===== src/rtl/noc_pkg.sv =====
// Shared NoC router types and constants.
// Flit width, downstream buffer depth and port indices.
package noc_pkg;

  localparam int FLIT_W    = 32;
  localparam int BUF_DEPTH = 4;
  localparam int CNT_W     = 3;

  typedef logic [FLIT_W-1:0] flit_t;

  typedef enum logic [2:0] {
    PORT_N,
    PORT_S,
    PORT_W,
    PORT_E,
    PORT_L
  } port_e;

endpackage


===== src/rtl/credit_counter.sv =====
// Saturating downstream credit counter.
// Holds 0..DEPTH, reports nonzero and rejected (overflowing) returns.
module credit_counter
  import noc_pkg::*;
#(
  parameter int DEPTH = BUF_DEPTH,
  parameter int CNT_W = noc_pkg::CNT_W
) (
  input  logic             clk,
  input  logic             reset,
  input  logic             dec_i,
  input  logic             inc_i,
  output logic [CNT_W-1:0] count_o,
  output logic             nonzero_o,
  output logic             ovf_o
);

  localparam logic [CNT_W-1:0] FULL = CNT_W'(DEPTH);

  logic [CNT_W-1:0] cnt;
  logic             full;
  logic             dec;

  assign full      = (cnt == FULL);
  assign nonzero_o = (cnt != '0);
  assign count_o   = cnt;
  assign dec       = dec_i && nonzero_o;
  assign ovf_o     = inc_i && full && !dec;

  // a send and a return in the same cycle cancel out
  always_ff @(posedge clk) begin
    if (!reset) begin
      cnt <= FULL;
    end else if (dec && !inc_i) begin
      cnt <= cnt - 1'b1;
    end else if (inc_i && !dec && !full) begin
      cnt <= cnt + 1'b1;
    end
  end

endmodule


===== src/rtl/n_out_credit_tracker.sv =====
// North output back end: grant decode, flit forwarding, credits.
// Feeds credit_avail and change_order back to the north arbiter.
module n_out_credit_tracker
  import noc_pkg::*;
#(
  parameter int FLIT_W    = noc_pkg::FLIT_W,
  parameter int BUF_DEPTH = noc_pkg::BUF_DEPTH,
  parameter int CNT_W     = noc_pkg::CNT_W
) (
  input  logic              clk,
  input  logic              reset,
  input  logic              grant_s_i,
  input  logic              grant_w_i,
  input  logic              grant_e_i,
  input  logic              grant_l_i,
  input  logic [FLIT_W-1:0] flit_s_i,
  input  logic [FLIT_W-1:0] flit_w_i,
  input  logic [FLIT_W-1:0] flit_e_i,
  input  logic [FLIT_W-1:0] flit_l_i,
  input  logic              credit_return_i,
  output logic [FLIT_W-1:0] flit_o,
  output logic              flit_valid_o,
  output logic              credit_avail_o,
  output logic              change_order_o,
  output logic [CNT_W-1:0]  credit_count_o,
  output logic              credit_err_o
);

  logic [3:0]        grants;
  logic              any_grant;
  logic              one_grant;
  logic              send;
  logic              nonzero;
  logic              ovf;
  logic              err_evt;
  logic [FLIT_W-1:0] sel_flit;

  assign grants    = {grant_l_i, grant_e_i, grant_w_i, grant_s_i};
  assign any_grant = |grants;
  assign one_grant = $onehot(grants);
  assign send      = one_grant && nonzero;

  // and-or mux; only consumed when exactly one grant is high
  assign sel_flit = ({FLIT_W{grant_s_i}} & flit_s_i)
                  | ({FLIT_W{grant_w_i}} & flit_w_i)
                  | ({FLIT_W{grant_e_i}} & flit_e_i)
                  | ({FLIT_W{grant_l_i}} & flit_l_i);

  assign err_evt = (any_grant && !one_grant)
                 || (any_grant && !nonzero)
                 || ovf;

  credit_counter #(
    .DEPTH (BUF_DEPTH),
    .CNT_W (CNT_W)
  ) u_cnt (
    .clk       (clk),
    .reset     (reset),
    .dec_i     (send),
    .inc_i     (credit_return_i),
    .count_o   (credit_count_o),
    .nonzero_o (nonzero),
    .ovf_o     (ovf)
  );

  assign credit_avail_o = nonzero;

  always_ff @(posedge clk) begin
    if (!reset) begin
      flit_o         <= '0;
      flit_valid_o   <= 1'b0;
      change_order_o <= 1'b0;
      credit_err_o   <= 1'b0;
    end else begin
      flit_valid_o   <= send;
      change_order_o <= send;
      if (send) flit_o <= sel_flit;
      if (err_evt) credit_err_o <= 1'b1;
    end
  end

endmodule


===== config.mk =====
export PLATFORM = sky130hd
export DESIGN_NAME = n_out_credit_tracker
export DESIGN_NICKNAME = d
export VERILOG_FILES = /design/src/rtl/noc_pkg.sv /design/src/rtl/credit_counter.sv /design/src/rtl/n_out_credit_tracker.sv
export SDC_FILE = /design/constraint.sdc
export NUM_CORES = 1
export LEC_CHECK = 0
export CAP_MARGIN = 25
export CELL_PAD_IN_SITES_DETAIL_PLACEMENT = 1
export CELL_PAD_IN_SITES_GLOBAL_PLACEMENT = 2
export CORE_AREA = 2 2 123 125
export DETAILED_ROUTE_END_ITERATION = 12
export DIE_AREA = 0 0 125 127
export GPL_TIMING_DRIVEN = 0
export PLACE_DENSITY = 0.86
export SLEW_MARGIN = 20
export SYNTH_ARGS = -nofsm -noshare
export SYNTH_HDL_FRONTEND = slang
export SYNTH_SLANG_ARGS = --single-unit

===== constraint.sdc =====
create_clock -name clk -period 3.6 [get_ports clk]
set_input_delay 0.54 -clock clk [delete_from_list [all_inputs] [get_ports clk]]
set_output_delay 0.54 -clock clk [all_outputs]
set_load 0.005 [all_outputs]

==> run_results.csv <==
group,metric,value,unit
detailed_routing,initialDrtViolationCount,62,
worst_setup_path,crit_cells,16,
grt,grt_pass1_vias,2968,
logic_synthesis,syn_avg_cell_area,9.21,um^2
placement,portBuffers,170,
worst_setup_path,slowest_stage,"fa_1",
sta,slew_headroom,58.1,%
pwr,ir_worst_vdd,0.160,mV
run,max_cap_violations,0,
sta,fmax,0.292,GHz
detailed_routing,vias,2646,
sta,rsz0062_at_grt,"no",
sta,hold_viol,0,
worst_setup_path,worstSetupStartpoint,"grant_s_i",
logic_synthesis,yosysTopAreaCell,"dfxtp_1",
grt,grt_first_pass_wirelength,15900,um
grt,grt_max_degree,20,
worst_setup_path,worstPathCellList,"clkbuf_8 > clkbuf_8 > inv_1 > fa_1 > inv_1 > ha_1 > ha_1 > nor2_1 > and3_4 > buf_6 > buf_12 > nand2_1 > fa_2 > nor2b_1 > mux2i_1 > mux2_2",
logic_synthesis,syn-cell-area,2130,um^2
logic_synthesis,synth_cell_types,26,
worst_setup_path,critPathKind,"in -> reg",
final_layout,antenna_cells,0,
grt,antenna_found_initial,0,
worst_setup_path,path_delay_family,"adder cells",
detailed_routing,drc_errors,0,
floorplan,design.die.area,15900,um^2
logic_synthesis,synth-xor-area-share,0.412,%
detailed_routing,dr.pass1.iters,6,
worst_setup_path,cp_slowest_stage_delay,0.53,ns
worst_setup_path,reg2reg_depth,9,
clock_tree,clk_pin_slew,0.06,ns
sta,setup_viol,0,
logic_synthesis,yosysSeqAreaShare,34.8,%
logic_synthesis,synth-seq-cells,37,
pwr,p_leak,1.88,nW
worst_setup_path,critPathBufInv,6,
worst_setup_path,r2r_start,"u_cnt.count_o[1]",
sta,fin_ws,0.178,ns
floorplan,coreArea,14400,um^2
logic_synthesis,synth_edf_count,0,
logic_synthesis,synth_compound_area_share,38.7,%
logic_synthesis,synth_nets,371,
placement,placed_area,4110,um^2
clock_tree,numCtsBuffers,5,
logic_synthesis,synth_top_family_by_area,"compound AO/OA/AOI/OAI gates",
detailed_routing,via_per_inst,4.44,
logic_synthesis,yosys_warnings,0,
clock_tree,cts_tree,"built",
worst_setup_path,cp_max_fo,10,
worst_hold_path,min_path_type,"reg -> reg",
final_layout,syn_to_final_growth,102,%
logic_synthesis,synth-simple-area-share,11.8,%
logic_synthesis,ys.flop_type,"dfxtp_1",
worst_setup_path,r2r-end,"u_cnt.count_o[2]",
logic_synthesis,synth-adder-area-share,3.64,%
logic_synthesis,synthArstFlopShare,0,%
clock_tree,clkLatencyLatePin,0.29,ns
worst_setup_path,r2r_slack,1.42,ns
placement,dp_slack,-0.398,ns
detailed_routing,drt-total-wl,10200,um
sta,worst-slew-pin-transition,0.629,ns
logic_synthesis,synth_top_cell_area_share,34.8,%
worst_setup_path,critPathRequiredTime,3.77,ns
worst_setup_path,critPathCapture,"u_cnt.count_o[2]",
logic_synthesis,muxShareOfSynthArea,2.18,%
final_layout,nets,551,
floorplan,ios,174,
placement,gp_congestion,0.709,
logic_synthesis,synthCells,231,
worst_setup_path,cp.arrival,3.59,ns
clock_tree,h-tree-depth,2,
grt,globalRouteOverflowTotal,0,
floorplan,start_util,14.8,%
sta,clock_skew,0.00584,ns
clock_tree,clk_path_buf_depth,2,
clock_tree,root_buffer,"clkbuf_16",
floorplan,chipHeight,127,um
grt,grt_usage,12.6,%
pwr,powerDensity,378,nW/um^2
sta,post-route-period-util,95.0,%
placement,detailed_place_hpwl,8020,um
status,run_status,"completed",
clock_tree,cts.sinks,37,
floorplan,row_count,44,
detailed_routing,antenna_left,0,
worst_setup_path,worstSetupEndpointType,"flop",
detailed_routing,wl_per_cell,17.1,um
final_layout,fin_area,4300,um^2
sta,maxSlewViolCount,0,
final_layout,layout-drive-gt1-share,6.80,%
worst_setup_path,startpoint_type,"input pin",
sta,min_period,3.42,ns
floorplan,fp.dieW,125,um
logic_synthesis,yosys-top-cells-area,"dfxtp_1 (35%), a22oi_1 (23%), o211a_1 (15%)",
==> repair_timing <==
item                       CTS  global route
buffers inserted             0             4
hold buffers                 0             0
resized for setup            2             1
setup endpoints to repair    1             1
==> registers in the layout, summed over array words and instances, names as in the netlist <==
| name | flops |
|---|---|
| change_order_o | 1 |
| credit_err_o | 1 |
| flit_o | 32 |
| u_cnt.count_o | 3 |
==> area by class of cell <==
class / count / area (um^2)
Sequential cell: 37 / 741
Multi-Input combinational cell: 157 / 1210
Clock buffer: 6 / 139
Buffer: 28 / 201
Inverter: 8 / 30.0
Clock inverter: 2 / 13.8
Tap cell: 184 / 230
Timing Repair Buffer: 174 / 1730
Fill cell: 1690 / 10100
==> worst register-to-register path, stage by stage (launching register included) <==
cell and delay (ns):
dfxtp_1 0.41, or3_4 0.17, and3_4 0.18, buf_6 0.14, buf_12 0.12, nand2_1 0.06, fa_2 0.34, nor2b_1 0.14
mux2i_1 0.16, mux2_2 0.35
==> power breakdown <==
part	internal (mW)	switching, mW
registers	0.484	0.0421
logic	0.401	0.240
clock network	0.276	0.183
==> metal layers <==
| metal | part of all wire [%] | vias to the layer above | track usage (%) |
|---|---|---|---|
| li1 | - | 1259 | - |
| met1 | 39 | 1275 | 13.6 |
| met2 | 53 | 102 | 24.5 |
| met3 | 7.3 | 10 | 3.52 |
| met4 | 1.1 | 0 | 2.88 |
| met5 | 0 | - | 0 |
==> cells in the mapped netlist (2+ instances only) <==
cell type  number
a22oi_1        64
buf_6           5
clkbuf_1       23
dfxtp_1        37
fa_1            2
ha_1            3
inv_1           8
mux2i_1         2
nand2_1         5
nand3_1        32
nor2_1          3
nor2b_1         2
o211a_1        32
==> kinds of logic after synthesis <==
family                     count (synthesis)
adders and majority gates                  5
DFF                                       37
buffers and inverters                     37
xor gates and xnor gates                   1
AOI/OAI and AO/OA                         99
muxes                                      4
and+or+nand+nor                           48
==> metrics by stage <==
| stage | instances | power (mW) | setup TNS (ns) | utilization [%] | hold slack (ns) |
|---|---|---|---|---|---|
| 3_5_place_dp | 585 | 1.18 | -0.570 | 28.5 | 0.468 |
| 6_report | 596 | 1.63 | 0 | 29.8 | 0.476 |
| 5_1_grt | 596 | 1.74 | 0 | 29.8 | 0.491 |
| 3_3_place_gp | 585 | 1.16 | -0.461 | 28.5 | 0.453 |
| 4_1_cts | 592 | 1.64 | 0 | 29.5 | 0.483 |
| 2_1_floorplan | 231 | 0.786 | 0 | - | 0.464 |
==> cells in the final DEF, fill, tap and decap left out, types with 3 or more instances in the layout <==
| cell type | synthesis | routed |
|---|---|---|
| inv_1 | 8 | 8 |
| buf_6 | 5 | 3 |
| ha_1 | 3 | 3 |
| nor2_1 | 3 | 3 |
| clkbuf_16 | 0 | 5 |
| buf_4 | 1 | 5 |
| dfxtp_1 | 37 | 37 |
| a22oi_1 | 64 | 64 |
| o211a_1 | 32 | 32 |
| clkbuf_8 | 0 | 6 |
| nand2_1 | 5 | 5 |
| clkbuf_1 | 23 | 17 |
| clkdlybuf4s50_1 | 0 | 170 |
| nand3_1 | 32 | 32 |
==> worst min-delay path by stage <==
stage / start / endpoint / slack (ns) / depth (start not counted)
finish: credit_err_o / credit_err_o / 0.48 / 1
floorplan: credit_err_o / credit_err_o / 0.46 / 1
detailed placement: credit_err_o / credit_err_o / 0.47 / 1
CTS: credit_err_o / credit_err_o / 0.48 / 1
global route: credit_err_o / credit_err_o / 0.49 / 1
global placement: credit_err_o / credit_err_o / 0.45 / 1
Note: power is estimated with default switching activity, not from simulation.
==> variant 1 (config.mk and constraints unchanged) <==
The package constant `FLIT_W` goes from 32 to 16.
--- a/src/rtl/noc_pkg.sv
+++ b/src/rtl/noc_pkg.sv
@@ -3,5 +3,5 @@
 package noc_pkg;
 
-  localparam int FLIT_W    = 32;
+  localparam int FLIT_W    = 16;
   localparam int BUF_DEPTH = 4;
   localparam int CNT_W     = 3;
Ports: changed (5 resized); port bits go from 174 to 94. The function was not compared with the original's and may differ.
==> variant 1 against the original RTL <==
Die area did not move. Wire length fell by 39%. Global-route usage fell by 5.0 points. Sequential cell count fell by 16. Final area fell by 41%. Count of clock-buffer cells in the layout fell by 3. Setup slack barely moved. Synthesized cell count fell by 41%. Synthesized area fell by 42%. Power fell by 43%. Critical path type unchanged. Critical endpoint unchanged. Highest routed layer unchanged.
==> variant 1: results (changes against the original RTL) <==
Placement-stage worst setup slack: -0.469 ns (-0.0710 ns)
Yosys cell types: 28 (+7.7%)
Syn_area_per_cell: 9.09 µm² (-1.4%)
DP HPWL: 5020 µm (-37%)
Buffers on Ports: 90 (-47%)
Area contributors post-synth: dfxtp_1 34%, a22oi_1 19%, o211a_1 13%
Worst-skew pair later-pin latency: 0.26 ns (-0.03 ns)
Crit path largest cell delay: 0.50 ns (-0.03 ns)
Synthesis Warnings: 0 (unchanged)
CTS H-tree depth: 1 (-1)
Routed WL: 6230 µm (-39%)
Number of CTS-inserted buffers: 3 (-2)
Sequential share of the synthesized area: 33.8% (-1.0 points)
Fillers: 1,704 (+0.83%)
Via count: 1,502 (-43%)
Total Nets Final: 307 (-44%)
TritonRoute pass-1 iters: 4 (-2)
Initial antenna violation count: 0 (unchanged)
Relative slew margins: 59.2% (+1.1 points)
Leak: 1.06 nW (-44%)
Number of flip-flops in the largest register: 16 (-50%)
Placed Area: 2400 µm² (-42%)
Vias in the first global route: 1,645 (-45%)
GRT Util Overall: 7.60% (-5.0 points)
GP Congestion: 0.716 (+1.0%)
R2R Setup Slk: 1.36 ns (-0.06 ns)
Sw Share: 29.6% (+0.99 points)
WL per Instance: 15.0 µm (-12%)
Layout cell share with drive strength beyond 1: 8.26% (+1.5 points)
Status: finished clean
Net Count, Synth: 213 (-43%)
GR Util met1: 9.30% (-4.3 points)
Crit path DAT: 3.57 ns (-0.02 ns)
Met3 Usage GRT: 1.42% (-2.1 points)
Worst clock skew: 0.00820 ns (+0.00236 ns)
Initial DRC Count: 58 (-6.5%)
Largest net degree at the start of global routing: 18 (-10%)
Inst Count DP: 411 (-30%)
Met2 Use GR: 13.5% (-11 points)
Post-synth top cells: 32 x a22oi_1, 21 x dfxtp_1, 16 x nand3_1, 16 x o211a_1, 9 x clkbuf_1
CTS Root Cell: clkbuf_16
First-pass GRT wire length: 9310 µm (-41%)
Maximum VDD drop: 0.124 mV (-23%)
Hold Path Sink: credit_err_o$_SDFFE_PN0P_
[variant 1: cell count changes after synthesis, moves of 3 or more]
| cell | change |
|---|---|
| a22oi_1 | -32 |
| buf_2 | +3 |
| buf_6 | -4 |
| clkbuf_1 | -14 |
| dfxtp_1 | -16 |
| nand3_1 | -16 |
| o211a_1 | -16 |
[variant 1: stage by stage]
stage / util (%) / total power [W] / hold slack, ns
2_1_floorplan: - / 0.000453 / 0.464
3_3_place_gp: 16.6 / 0.000666 / 0.452
3_5_place_dp: 16.6 / 0.000679 / 0.458
4_1_cts: 17.3 / 0.000938 / 0.474
5_1_grt: 17.5 / 0.000987 / 0.485
6_report: 17.5 / 0.000925 / 0.464
[variant 1: kinds of logic after synthesis]
kind of cell / Yosys count / share of synthesized area [%]
multiplexers: 4 / 3.42
XOR/XNOR: 1 / 0.704
flip-flops: 21 / 33.8
adder cells (fa/ha/maj): 5 / 6.23
buffers and inverters: 23 / 8.14
AO/OA/AOI/OAI: 51 / 34.1
AND/OR/NAND/NOR: 32 / 13.7
[variant 1: layout make-up]
cell class,instances,area share [%]
Buffer,14,5.25
Clock buffer,3,2.97
Clock inverter,1,0.198
Inverter,8,1.19
Multi-Input combinational cell,93,28.9
Sequential cell,21,16.7
Tap cell,184,9.12
Timing Repair Buffer,90,35.7
[variant 1: metal layers]
metal | part of all wire (%) | up-vias | wire length, µm
met4 | 1.3 | 0 | 79
met1 | 44 | 747 | 2730
li1 | - | 704 | -
met5 | 0 | - | 0
met3 | 5.4 | 4 | 335
met2 | 49 | 47 | 3080
[variant 1: worst max-delay path by stage]
stage,start,endpoint,slack (ns)
2_1_floorplan,grant_s_i,u_cnt.count_o[2]$_SDFFE_PN1P_,0.01
3_3_place_gp,grant_l_i,u_cnt.count_o[2]$_SDFFE_PN1P_,-0.43
3_5_place_dp,grant_l_i,u_cnt.count_o[2]$_SDFFE_PN1P_,-0.47
4_1_cts,grant_w_i,u_cnt.count_o[2]$_SDFFE_PN1P_,0.01
5_1_grt,grant_l_i,u_cnt.count_o[2]$_SDFFE_PN1P_,0.01
6_report,grant_w_i,u_cnt.count_o[2]$_SDFFE_PN1P_,0.18
[variant 1: critical path, delay by kind of cell]
kind / cells / cell delay (ns)
adder cells (fa/ha/maj): 4 / 1.30
buffers and inverters: 6 / 0.72
multiplexers: 2 / 0.49
AND/OR/NAND/NOR: 4 / 0.53
[variant 1: power groups by stage]
stage	sequential, W	clock [W]	combinational, W
global route	0.000307	0.000271	0.000409
CTS	0.000302	0.000259	0.000378
global placement	0.000304	0	0.000363
detailed placement	0.000306	0	0.000373
floorplan	0.000306	0	0.000148
finish	0.000301	0.000248	0.000376
[variant 1: repair_timing]
item | CTS | global route
endpoints found under the setup margin | 1 | 1
setup buffers | 0 | 0
gates resized for setup | 8 | 10
==> variant 2 (config.mk and constraints unchanged) <==
Made on the original files. Register the output `credit_avail_o`, cleared by the reset; this adds one clock of latency there. The other outputs are not delayed to match.
--- a/src/rtl/n_out_credit_tracker.sv
+++ b/src/rtl/n_out_credit_tracker.sv
@@ -64,5 +64,11 @@
   );
 
-  assign credit_avail_o = nonzero;
+  always_ff @(posedge clk) begin
+    if (!reset) begin
+      credit_avail_o <= '0;
+    end else begin
+      credit_avail_o <= nonzero;
+    end
+  end
 
   always_ff @(posedge clk) begin
Function: changed (Yosys sat finds a counterexample within 4 cycles, from zero or initial values and one cycle with reset low).
==> variant 2 against the original RTL <==
Power up 1.8%. Sequential cell count up 1. Die area unchanged. Final area down 0.58%. Setup slack worse by 0.067 ns. Wire length down 0.62%. Synthesized area down 0.71%. Count of clock-buffer cells in the layout unchanged. Fmax down 1.9%. Cell count down 1.0%. Highest routed layer unchanged.
==> variant 2: results (changes against the original RTL) <==
Number of CTS-inserted buffers: 5 (unchanged)
Maximum VDD drop: 0.165 mV (+3.1%)
Initial antenna violation count: 0 (unchanged)
Relative slew margins: 58.4% (+0.28 points)
DP HPWL: 7950 µm (-0.79%)
Post-synth top cells: 64 x a22oi_1, 38 x dfxtp_1, 32 x nand3_1, 32 x o211a_1, 22 x clkbuf_1
CTS Root Cell: clkbuf_16
PostCTS Resize Cnt: 1 (-1)
Final std cells w/o fill: 590 (-1.0%)
Crit Path Max Fanout: 10 (unchanged)
Crit path largest cell delay: 0.51 ns (-0.02 ns)
GRT Util Overall: 12.8% (+0.14 points)
GP Congestion: 0.704 (-0.73%)
Net Count, Synth: 369 (-0.54%)
Worst clock skew: 0.00463 ns (-0.00121 ns)
Top reg by flops: flit_o
Crit-path slowest cell: fa_1
First-pass GRT wire length: 15,900 µm (+0.22%)
Crit path DAT: 3.66 ns (+0.07 ns)
Layout cell share with drive strength beyond 1: 6.90% (+0.10 points)
Via density: 4.49 (+1.2%)
Area contributors post-synth: dfxtp_1 36%, a22oi_1 23%, o211a_1 15%
Sequential share of the synthesized area: 36.0% (+1.2 points)
Yosys cell types: 27 (+3.8%)
Status: finished clean
Syn_area_per_cell: 9.23 µm² (+0.16%)
Fillers: 1,695 (+0.30%)
TritonRoute pass-1 iters: 4 (-2)
Leak: 1.87 nW (-0.73%)
Vias in the first global route: 3,044 (+2.6%)
Largest net degree at the start of global routing: 13 (-35%)
R2R Setup Slk: 1.57 ns (+0.15 ns)
Initial DRC Count: 58 (-6.5%)
Routed WL: 10,100 µm (-0.62%)
Inst Count DP: 583 (-0.34%)
Total Nets Final: 545 (-1.1%)
variant 2: path summary, 6_finish.rpt:
path | startpoint | end | depth (start not counted)
hold reg to reg | credit_err_o$_SDFFE_PN0P_ | credit_err_o$_SDFFE_PN0P_ | 1
hold / removal | credit_err_o$_SDFFE_PN0P_ | credit_err_o$_SDFFE_PN0P_ | 1
setup reg to reg | u_cnt.count_o[2]$_SDFFE_PN1P_ | u_cnt.count_o[2]$_SDFFE_PN1P_ | 5
setup / recovery | grant_w_i | u_cnt.count_o[2]$_SDFFE_PN1P_ | 12
variant 2: metrics by stage:
stage	setup slack, ns	hold WS (ns)	cell area, µm²
after floorplan	-0.0148	0.464	2180
after global placement	-0.254	0.453	4120
after detailed placement	-0.320	0.474	4120
after CTS	0.0637	0.488	4290
after global routing	0.0414	0.500	4270
final	0.111	0.477	4270
variant 2: worst register-to-register path, delay by kind of cell, from the launching register on:
| kind | cells | cell delay (ns) |
|---|---|---|
| DFF | 1 | 0.42 |
| and+or+nand+nor | 2 | 0.52 |
| adders and majority gates | 1 | 0.37 |
| muxes | 2 | 0.61 |
variant 2: power by group:
part / switching (W) / internal (W)
Combinational: 0.000236 / 0.000374
Sequential: 0.0000437 / 0.000496
Clock: 0.000177 / 0.000327
Total: 0.000458 / 0.00120
variant 2: layer usage:
metal	wire, µm	track usage, %	part of all wire (%)	vias to the layer above
li1	-	-	-	1250
met1	3920	13.5	39	1263
met2	5170	24.5	51	132
met3	923	4.15	9.1	6
met4	102	3.07	1.0	0
met5	0	0	0	-
variant 2: logic make-up after synthesis:
kind of cell / Yosys count / share of synthesized area (%)
AO/OA/AOI/OAI: 100 / 39.4
XOR/XNOR: 1 / 0.415
adder cells (fa/ha/maj): 5 / 3.67
buffers and inverters: 35 / 6.69
flip-flops: 38 / 36.0
multiplexers: 3 / 1.89
AND/OR/NAND/NOR: 47 / 12.0
variant 2: final cells by class:
type                            count  area [µm²]  share of cell area (%)
Inverter                            7        28.8                   0.674
Multi-Input combinational cell    156        1230                    28.8
Sequential cell                    38         761                    17.8
Buffer                             27         155                    3.63
Tap cell                          184         230                    5.39
Clock inverter                      2        37.5                   0.879
Timing Repair Buffer              170        1700                    39.8
Clock buffer                        6         129                    3.02
